===== config.mk =====
export PLATFORM = sky130hd
export DESIGN_NAME = debounce_sync_flat
export DESIGN_NICKNAME = d
export VERILOG_FILES = /design/src/rtl/dff_pkg.sv /design/src/rtl/debounce_sync_if.sv /design/src/rtl/debounce_sync_sync_chain.sv /design/src/rtl/debounce_sync.sv /design/src/flat_wrapper.sv
export SDC_FILE = /design/constraint.sdc
export NUM_CORES = 1
export LEC_CHECK = 0
export ABC_AREA = 0
export CORE_AREA = 5 5 42 44
export DETAILED_ROUTE_END_ITERATION = 10
export DIE_AREA = 0 0 47 49
export DONT_BUFFER_PORTS = 1
export PLACE_DENSITY = 0.49
export RECOVER_POWER = 100
export SLEW_MARGIN = 30
export SYNTH_ARGS = -nofsm -noshare
export SYNTH_HDL_FRONTEND = slang
export SYNTH_SLANG_ARGS = --single-unit

===== constraint.sdc =====
create_clock -name clk -period 2.7 [get_ports clk]
set_clock_uncertainty 0.1 [all_clocks]
set_input_delay 0.54 -clock clk [delete_from_list [all_inputs] [get_ports clk]]
set_output_delay 0.54 -clock clk [all_outputs]
set_load 0.02 [all_outputs]

===== src/rtl/dff_pkg.sv =====
// Shared types and defaults for the input-conditioning stage
// ahead of the D flip-flop.
package dff_pkg;

  typedef enum logic [1:0] {
    ST_LOW,
    WAIT_HIGH,
    ST_HIGH,
    WAIT_LOW
  } db_state_t;

  localparam int DB_SYNC_STAGES_DEF   = 2;
  localparam int DB_STABLE_CYCLES_DEF = 4;

endpackage


===== src/rtl/debounce_sync_if.sv =====
// Raw input and conditioned outputs of debounce_sync.
// master = consumer/driver of din, slave = the debouncer.
interface debounce_sync_if;
  logic din;
  logic d;
  logic rise;
  logic fall;
  logic busy;

  modport master (
    output din,
    input  d,
    input  rise,
    input  fall,
    input  busy
  );

  modport slave (
    input  din,
    output d,
    output rise,
    output fall,
    output busy
  );
endinterface


===== src/rtl/debounce_sync_sync_chain.sv =====
// Plain flop-chain synchroniser for any asynchronous
// single-bit input; all stages clear on reset.
module sync_chain #(
  parameter int DEPTH = 2
) (
  input  logic clk,
  input  logic reset,
  input  logic din,
  output logic dout
);

  logic [DEPTH-1:0] sync_q;

  always_ff @(posedge clk or negedge reset) begin
    if (!reset) begin
      sync_q <= '0;
    end else begin
      sync_q <= {sync_q[DEPTH-2:0], din};
    end
  end

  assign dout = sync_q[DEPTH-1];

endmodule


===== src/rtl/debounce_sync.sv =====
// Synchronise a raw input, then accept a level change only after
// STABLE_CYCLES identical samples; emit one-cycle edge pulses.
module debounce_sync
  import dff_pkg::*;
#(
  parameter int SYNC_STAGES   = DB_SYNC_STAGES_DEF,
  parameter int STABLE_CYCLES = DB_STABLE_CYCLES_DEF
) (
  input  logic            clk,
  input  logic            reset,
  debounce_sync_if.slave  io
);

  localparam int CW = $clog2(STABLE_CYCLES + 1);
  localparam logic [CW-1:0] CNT_LAST = CW'(STABLE_CYCLES - 1);

  logic          s;
  db_state_t     state_q, state_d;
  logic [CW-1:0] cnt_q, cnt_d;
  logic          d_q, d_d;
  logic          rise_q, rise_d;
  logic          fall_q, fall_d;
  logic          busy_q, busy_d;

  sync_chain #(
    .DEPTH (SYNC_STAGES)
  ) u_sync (
    .clk   (clk),
    .reset (reset),
    .din   (io.din),
    .dout  (s)
  );

  always_ff @(posedge clk or negedge reset) begin
    if (!reset) begin
      state_q <= ST_LOW;
      cnt_q   <= '0;
      d_q     <= 1'b0;
      rise_q  <= 1'b0;
      fall_q  <= 1'b0;
      busy_q  <= 1'b0;
    end else begin
      state_q <= state_d;
      cnt_q   <= cnt_d;
      d_q     <= d_d;
      rise_q  <= rise_d;
      fall_q  <= fall_d;
      busy_q  <= busy_d;
    end
  end

  // Any opposing sample while waiting drops back to the old level.
  always_comb begin
    state_d = state_q;
    cnt_d   = cnt_q;
    unique case (state_q)
      ST_LOW: begin
        if (s) begin
          state_d = WAIT_HIGH;
          cnt_d   = CW'(1);
        end else begin
          cnt_d = '0;
        end
      end
      WAIT_HIGH: begin
        if (!s) begin
          state_d = ST_LOW;
          cnt_d   = '0;
        end else if (cnt_q == CNT_LAST) begin
          state_d = ST_HIGH;
          cnt_d   = '0;
        end else begin
          cnt_d = cnt_q + 1'b1;
        end
      end
      ST_HIGH: begin
        if (!s) begin
          state_d = WAIT_LOW;
          cnt_d   = CW'(1);
        end else begin
          cnt_d = '0;
        end
      end
      WAIT_LOW: begin
        if (s) begin
          state_d = ST_HIGH;
          cnt_d   = '0;
        end else if (cnt_q == CNT_LAST) begin
          state_d = ST_LOW;
          cnt_d   = '0;
        end else begin
          cnt_d = cnt_q + 1'b1;
        end
      end
      default: begin
        state_d = ST_LOW;
        cnt_d   = '0;
      end
    endcase
  end

  always_comb begin
    rise_d = (state_q == WAIT_HIGH) && (state_d == ST_HIGH);
    fall_d = (state_q == WAIT_LOW) && (state_d == ST_LOW);
    busy_d = (state_d == WAIT_HIGH) || (state_d == WAIT_LOW);
    d_d    = d_q;
    if (rise_d) d_d = 1'b1;
    if (fall_d) d_d = 1'b0;
  end

  assign io.d    = d_q;
  assign io.rise = rise_q;
  assign io.fall = fall_q;
  assign io.busy = busy_q;

endmodule


===== src/flat_wrapper.sv =====
// flat-port wrapper written by rule: the top's interface ports become plain ports
module debounce_sync_flat import dff_pkg::*;
#(
  parameter int SYNC_STAGES   = DB_SYNC_STAGES_DEF,
  parameter int STABLE_CYCLES = DB_STABLE_CYCLES_DEF
)
  (clk, reset, io_din, io_d, io_rise, io_fall, io_busy);
  debounce_sync_if io_i ();
  input  logic clk;
  input  logic reset;
  input wire logic [$bits(io_i.din)-1:0] io_din;
  output wire logic [$bits(io_i.d)-1:0] io_d;
  output wire logic [$bits(io_i.rise)-1:0] io_rise;
  output wire logic [$bits(io_i.fall)-1:0] io_fall;
  output wire logic [$bits(io_i.busy)-1:0] io_busy;
  assign io_i.din = io_din;
  assign io_d = io_i.d;
  assign io_rise = io_i.rise;
  assign io_fall = io_i.fall;
  assign io_busy = io_i.busy;
  debounce_sync #(.SYNC_STAGES(SYNC_STAGES), .STABLE_CYCLES(STABLE_CYCLES)) u_core (.clk(clk), .reset(reset), .io(io_i));
endmodule

==> metrics.md, run 1 <==
| Metric | Value |
|---|---|
| Leading cell types in the layout, fill and taps excluded | dfrtp_1, nor3b_1, clkbuf_4 |
| CP Capture Type | output pin |
| Core area | 1400 um^2 |
| CTS sink cnt | 10 |
| Final setup vio count | 0 |
| Worst hold slack | 205 ps |
| Cell area power density | 982 nW/um^2 |
| CTS root buf | clkbuf_4 |
| Clock Pin Slew Worst Setup and Hold Paths | 60 ps |
| Hold Crit Class | in -> reg |
| CP Max Fanout | 5 |
| Top cells by area, synth | dfrtp_1, nor3b_1, and2_2, ha_1, mux2_1 |
| Synth unique cells | 14 |
| Sw Ratio | 29.0% |
| Area delta synth->final | 18.0% |
| Comb pwr share | 16.7% |
| Area of the mapped netlist | 368 um^2 |
| Fin. max-slew vios | 0 |
| Synth Area per Inst | 14.1 um^2 |
| Clock tree buffer depth | 2 |
| Pint | 0.000303 W |
| Final nets | 36 |
| Power share of the sequential group | 52.5% |
| First-pass GRT wire length | 1020 um |
| Worst-Margin Slew | 437 ps |
| Clock buffer count from CTS | 3 |
| Clock power frac | 30.8% |
| Die Span Y | 49 um |
| Startpoint types | flop |
| Antenna violations before repair | 0 |
| Most area-hungry cell type in the Yosys netlist | dfrtp_1 |
| DP HPWL | 441 um |
| Clk_lat worst skew | 260 ps |
| Critical path class | reg -> out |
| Synth top area share | 68.0% |
| PortBufs | 0 |
| P_leak | 0.191 nW |
| Residual DRC | 0 |
| GRT Util Overall | 6.54% |
| Share of cells above drive strength 1 | 19.4% |
| Slew margin rel. | 70.8% |
| First-pass detailed-route iteration total | 1 |
| Unrepaired setup endpoints after global routing | false |
| Tcrit/Tclk final | 52.8% |
| I/O Pins | 7 |
| Mapped Nets | 30 |
| Max cap viols | 0 |
| Largest net degree at the start of global routing | 11 |
| Wirelength, routed | 601 um |
| DRT iter0 DRCs | 0 |
| DP Area | 388 um^2 |
| FF+latch count, synth | 10 |
| Die area | 2300 um^2 |
| Status | finished clean |
| Final ANT Viol Nets | 0 |
| Worst EP arrival | 790 ps |
| Vias | 214 |
| Final Hold Fails | 0 |
| Design area | 434 um^2 |
| Ant. Diodes | 0 |
| Vias in the first global route | 247 |
| Final GP Congestion | 0.759 |
| Htree depth | 1 |
| Fin crit period | 1430 ps |
| CTS tree | done |
| Most common cell after layout, fill and taps aside | dfrtp_1 |
| Worst vdd ir | 0.416 mV |
| Initial Utilization | 26.3% |
| Crit path required time | 2060 ps |
| Global route overflow | 0 |
| DIE WIDTH | 47 um |
| Yosys warnings | 0 |
| Number of fill cells in the layout | 147 |
| Post-Synthesis Cells | 26 |
| Cell Rows | 14 |
| Setup_tns | 0 ps |
| Fmax | 701 MHz |
| Drt wl/cell | 12.8 um |
| Psw | 0.000123 W |
| Vias per cell | 4.55 |
| Post-synthesis sequential area ratio | 68.0% |
==> final timing paths <==
kind	startpoint	to	slack (ps)	depth (start not counted)
worst max-delay path	u_core.state_q[0]$_DFF_PN0_	io_busy	1270	0
worst min-delay path	io_din	u_core.u_sync.sync_q[0]$_DFF_PN0_	210	0
worst max register to register	u_core.cnt_q[0]$_DFF_PN0_	u_core.io.d$_DFFE_PN0P_	1360	4
worst min register to register	u_core.u_sync.sync_q[0]$_DFF_PN0_	u_core.u_sync.sync_q[1]$_DFF_PN0_	250	0
max in group asynchronous	reset	u_core.state_q[1]$_DFF_PN0_	1650	1
min in group asynchronous	reset	u_core.io.d$_DFFE_PN0P_	550	1
==> metal layers <==
metal | GRT usage [%] | routed length, um
met5 | 0 | 0
met3 | 7.75 | 68
met2 | 10.4 | 306
met1 | 5.67 | 225
met4 | 0 | 0
==> Yosys cell counts <==
cell type  count
nand2_1        1
o21bai_1       1
ha_1           1
nand3_1        1
a22o_1         1
nor2_1         1
o21ai_0        1
nor3b_1        3
nor2b_1        1
mux2_1         1
and2_2         2
xor2_1         1
nand3b_1       1
dfrtp_1       10
==> flip-flops by register name (all words and copies together) (netlist names) <==
signal / count
u_core.cnt_q: 3
u_core.io.d: 1
u_core.io.fall: 1
u_core.io.rise: 1
u_core.state_q: 2
u_core.u_sync.sync_q: 2
==> layout make-up <==
class	count	area, um^2	area share [%]
repair buffers	1	10.0	2.31
flip-flops and latches	10	250	57.6
clock buffers	4	36.3	8.36
well taps	16	20.0	4.61
multi-input cells	16	118	27.1
==> kinds of logic after synthesis <==
kind of cell,synth area share [%]
DFF,68.0
xor gates and xnor gates,2.38
muxes,3.06
adders and majority gates,3.40
AOI/OAI and AO/OA,5.78
and+or+nand+nor,17.3
==> metrics by stage <==
stage | setup slack, ps | std cells | util (%) | total power [W]
final | 1270 | 47 | 31.0 | 0.000426
after floorplan | 1460 | 26 | - | 0.000275
after global routing | 1240 | 47 | 31.0 | 0.000455
after CTS | 1250 | 47 | 31.0 | 0.000437
after global placement | 1400 | 42 | 27.7 | 0.000289
after detailed placement | 1360 | 42 | 27.7 | 0.000297
==> power groups by stage <==
stage	sequential (W)	clock [W]	combinational, W
5_1_grt	0.000229	0.000143	0.0000836
4_1_cts	0.000225	0.000138	0.0000738
6_report	0.000224	0.000131	0.0000713
2_1_floorplan	0.000219	0	0.0000563
3_3_place_gp	0.000226	0	0.0000629
3_5_place_dp	0.000227	0	0.0000699
==> repair_timing <==
item,CTS,global route
gates resized for setup,0,0
hold buffers,1,0
buffers inserted,0,0
endpoints found under the hold margin,10,0
(Power assumes the default switching activity.)
==> run 2, diff against run 1 <==
==> constraint.sdc (replaced) <==
create_clock -name clk -period 1.4 [get_ports clk]
set_clock_uncertainty 0.1 [all_clocks]
set_input_delay 0.28 -clock clk [delete_from_list [all_inputs] [get_ports clk]]
set_output_delay 0.28 -clock clk [all_outputs]
set_load 0.02 [all_outputs]
==> metrics.md, run 2 (same netlist as run 1, synthesis figures left out) <==
| Metric | Value |
|---|---|
| Status | finished clean |
| Min-delay src | u_core.u_sync.sync_q[0]$_DFF_PN0_ |
| Unrepaired setup endpoints after global routing | false |
| Vias in the first global route | 221 (-11%) |
| Fmax | 755 MHz |
| Reg2Reg Depth | 4 (unchanged) |
| Worst vdd ir | 0.542 mV (+30%) |
| Crit-path cells | ha_1 -> nor2b_1 -> nand3_1 -> a22o_1 |
| Clock buffer count from CTS | 3 (unchanged) |
| Top reg by flops | u_core.cnt_q |
| CP Capture Type | flop |
| Cell area power density | 1760 nW/um^2 (+79%) |
| Vias per cell | 4.54 (-0.25%) |
| Core area | 1400 um^2 (unchanged) |
| Final ANT Viol Nets | 0 (unchanged) |
| Hold EP | u_core.u_sync.sync_q[1]$_DFF_PN0_ |
| CP Max Fanout | 3 (-2) |
| Share of cells above drive strength 1 | 18.8% (-0.60 points) |
| Worst EP arrival | 1380 ps (+590 ps) |
| Tcrit/Tclk final | 94.7% |
| Max FFs per register | 3 (unchanged) |
| DP HPWL | 436 um (-1.2%) |
| Final GP Congestion | 0.786 (+3.6%) |
| Ant. Diodes | 0 (unchanged) |
| Top Registers | u_core.cnt_q x3, u_core.state_q x2, u_core.u_sync.sync_q x2 |
| Antenna violations before repair | 0 (unchanged) |
| Critical path class | reg -> reg |
| Hold Crit Class | reg -> reg |
| GRT Util Overall | 5.40% (-1.1 points) |
| Residual DRC | 0 (unchanged) |
| DRT iter0 DRCs | 3 (+3) |
| I/O Pins | 7 (unchanged) |
| Drt wl/cell | 11.7 um (-8.4%) |
| Htree depth | 1 (unchanged) |
| Vias | 218 (+1.9%) |
| Max cap viols | 0 (unchanged) |
| Die Span Y | 49 um (unchanged) |
| Clock tree buffer depth | 2 (unchanged) |
| Setup_tns | 0 ps (unchanged) |
| Layout Cells excl Fill | 48 (+2.1%) |
| DIE WIDTH | 47 um (unchanged) |
| R2r endpoint | u_core.io.d$_DFFE_PN0P_ |
| First-pass GRT wire length | 841 um (-18%) |
| Die area | 2300 um^2 (unchanged) |
| Clk_lat worst skew | 260 ps (about the same) |
| Largest net degree at the start of global routing | 11 (unchanged) |
| Fin. max-slew vios | 0 (unchanged) |
| Slowest stage delay, CP | 350 ps |
| PortBufs | 0 (unchanged) |
| Clock Pin Slew Worst Setup and Hold Paths | 60 ps (about the same) |
| CP max-delay cell | dfrtp_1 |
| Worst hold stages | 0 (unchanged) |
| Most common cell after layout, fill and taps aside | dfrtp_1 |
| Area delta synth->final | 18.4% |
| CTS sink cnt | 10 (unchanged) |
| P_leak | 0.192 nW (+0.60%) |
| Wirelength, routed | 562 um (-6.5%) |
| R2R Setup Slk | 70 ps (-1290 ps) |
| Startpoint types | flop |
| Initial Utilization | 26.3% (unchanged) |
| Core Util, Final | 31.1% (+0.089 points) |
| Leading cell types in the layout, fill and taps excluded | dfrtp_1, nor3b_1, clkbuf_4 |
| Number of fill cells in the layout | 159 (+8.2%) |
| Cell Rows | 14 (unchanged) |
| Dpl cells | 43 (+2.4%) |
| Worst path top cell family by delay | flip-flops |
| First-pass detailed-route iteration total | 2 (+1) |
| Worst-Margin Slew | 445 ps (+8.22 ps) |
| Fin crit period | 1330 ps |
| Final Hold Fails | 0 (unchanged) |
| Final nets | 38 (+5.6%) |
| Final setup vio count | 0 (unchanged) |
| Slew margin rel. | 70.2% (-0.55 points) |
| Resized Gates After CTS | 0 (unchanged) |
| Global route overflow | 0 (unchanged) |
| CTS root buf | clkbuf_4 |
| WP buf/inv | 0 |
| CTS tree | done |
| Crit path required time | 1450 ps (-610 ps) |
| Reg-to-Reg Start | u_core.cnt_q[0]$_DFF_PN0_ |
==> run 2: cell count changes in the layout (fill, tap and decap cells not counted) <==
cell	change
clkbuf_8	-1
dlygate4sd3_1	+1
clkbuf_2	+1
==> run 2: worst max-delay path by stage <==
stage                                        endpoint  depth (start not counted)                      start  slack, ps
final                         u_core.io.d$_DFFE_PN0P_                          4  u_core.cnt_q[0]$_DFF_PN0_         70
after global placement        u_core.io.d$_DFFE_PN0P_                          4  u_core.cnt_q[0]$_DFF_PN0_        100
after CTS                     u_core.io.d$_DFFE_PN0P_                          4  u_core.cnt_q[0]$_DFF_PN0_         60
after floorplan           u_core.state_q[1]$_DFF_PN0_                          3  u_core.cnt_q[0]$_DFF_PN0_        160
after detailed placement      u_core.io.d$_DFFE_PN0P_                          4  u_core.cnt_q[0]$_DFF_PN0_         60
after global routing          u_core.io.d$_DFFE_PN0P_                          4  u_core.cnt_q[0]$_DFF_PN0_         10
==> run 2: repair_timing <==
action / CTS / global route
hold buffers: 2 / 0
endpoints found under the hold margin: 11 / 0
buffers inserted: 0 / 0
==> run 2: stage by stage <==
stage	cell area, um^2	setup slack (ps)	total power (W)	hold WS [ps]
final	435	74.7	0.000766	246
after global routing	435	14.8	0.000819	256
after CTS	438	58.3	0.000794	250
after detailed placement	395	63.9	0.000593	-115
after global placement	395	97.0	0.000584	-115
after floorplan	368	161	0.000530	-116
==> run 2: area by class of cell <==
type / instances / area (um^2) / area share [%]
multi-input combinational: 16 / 118 / 27.0
timing repair buffer: 3 / 25.0 / 5.75
tap: 16 / 20.0 / 4.60
sequential: 10 / 250 / 57.5
clock buffer: 3 / 22.5 / 5.17
==> run 2: power breakdown <==
part | switching, W | internal, W | total [W]
sequential | 0.0000517 | 0.000352 | 0.000404
combinational | 0.0000906 | 0.0000863 | 0.000177
clock | 0.0000866 | 0.0000987 | 0.000185
total | 0.000229 | 0.000537 | 0.000766
==> run 2: metal layers <==
metal	part of all wire, %	GRT usage, %	up-vias	wire length [um]
li1	-	-	103	-
met1	40	5.42	107	226
met2	47	7.92	8	265
met3	12	6.27	0	70
met4	0	0	0	0
met5	0	0	-	0
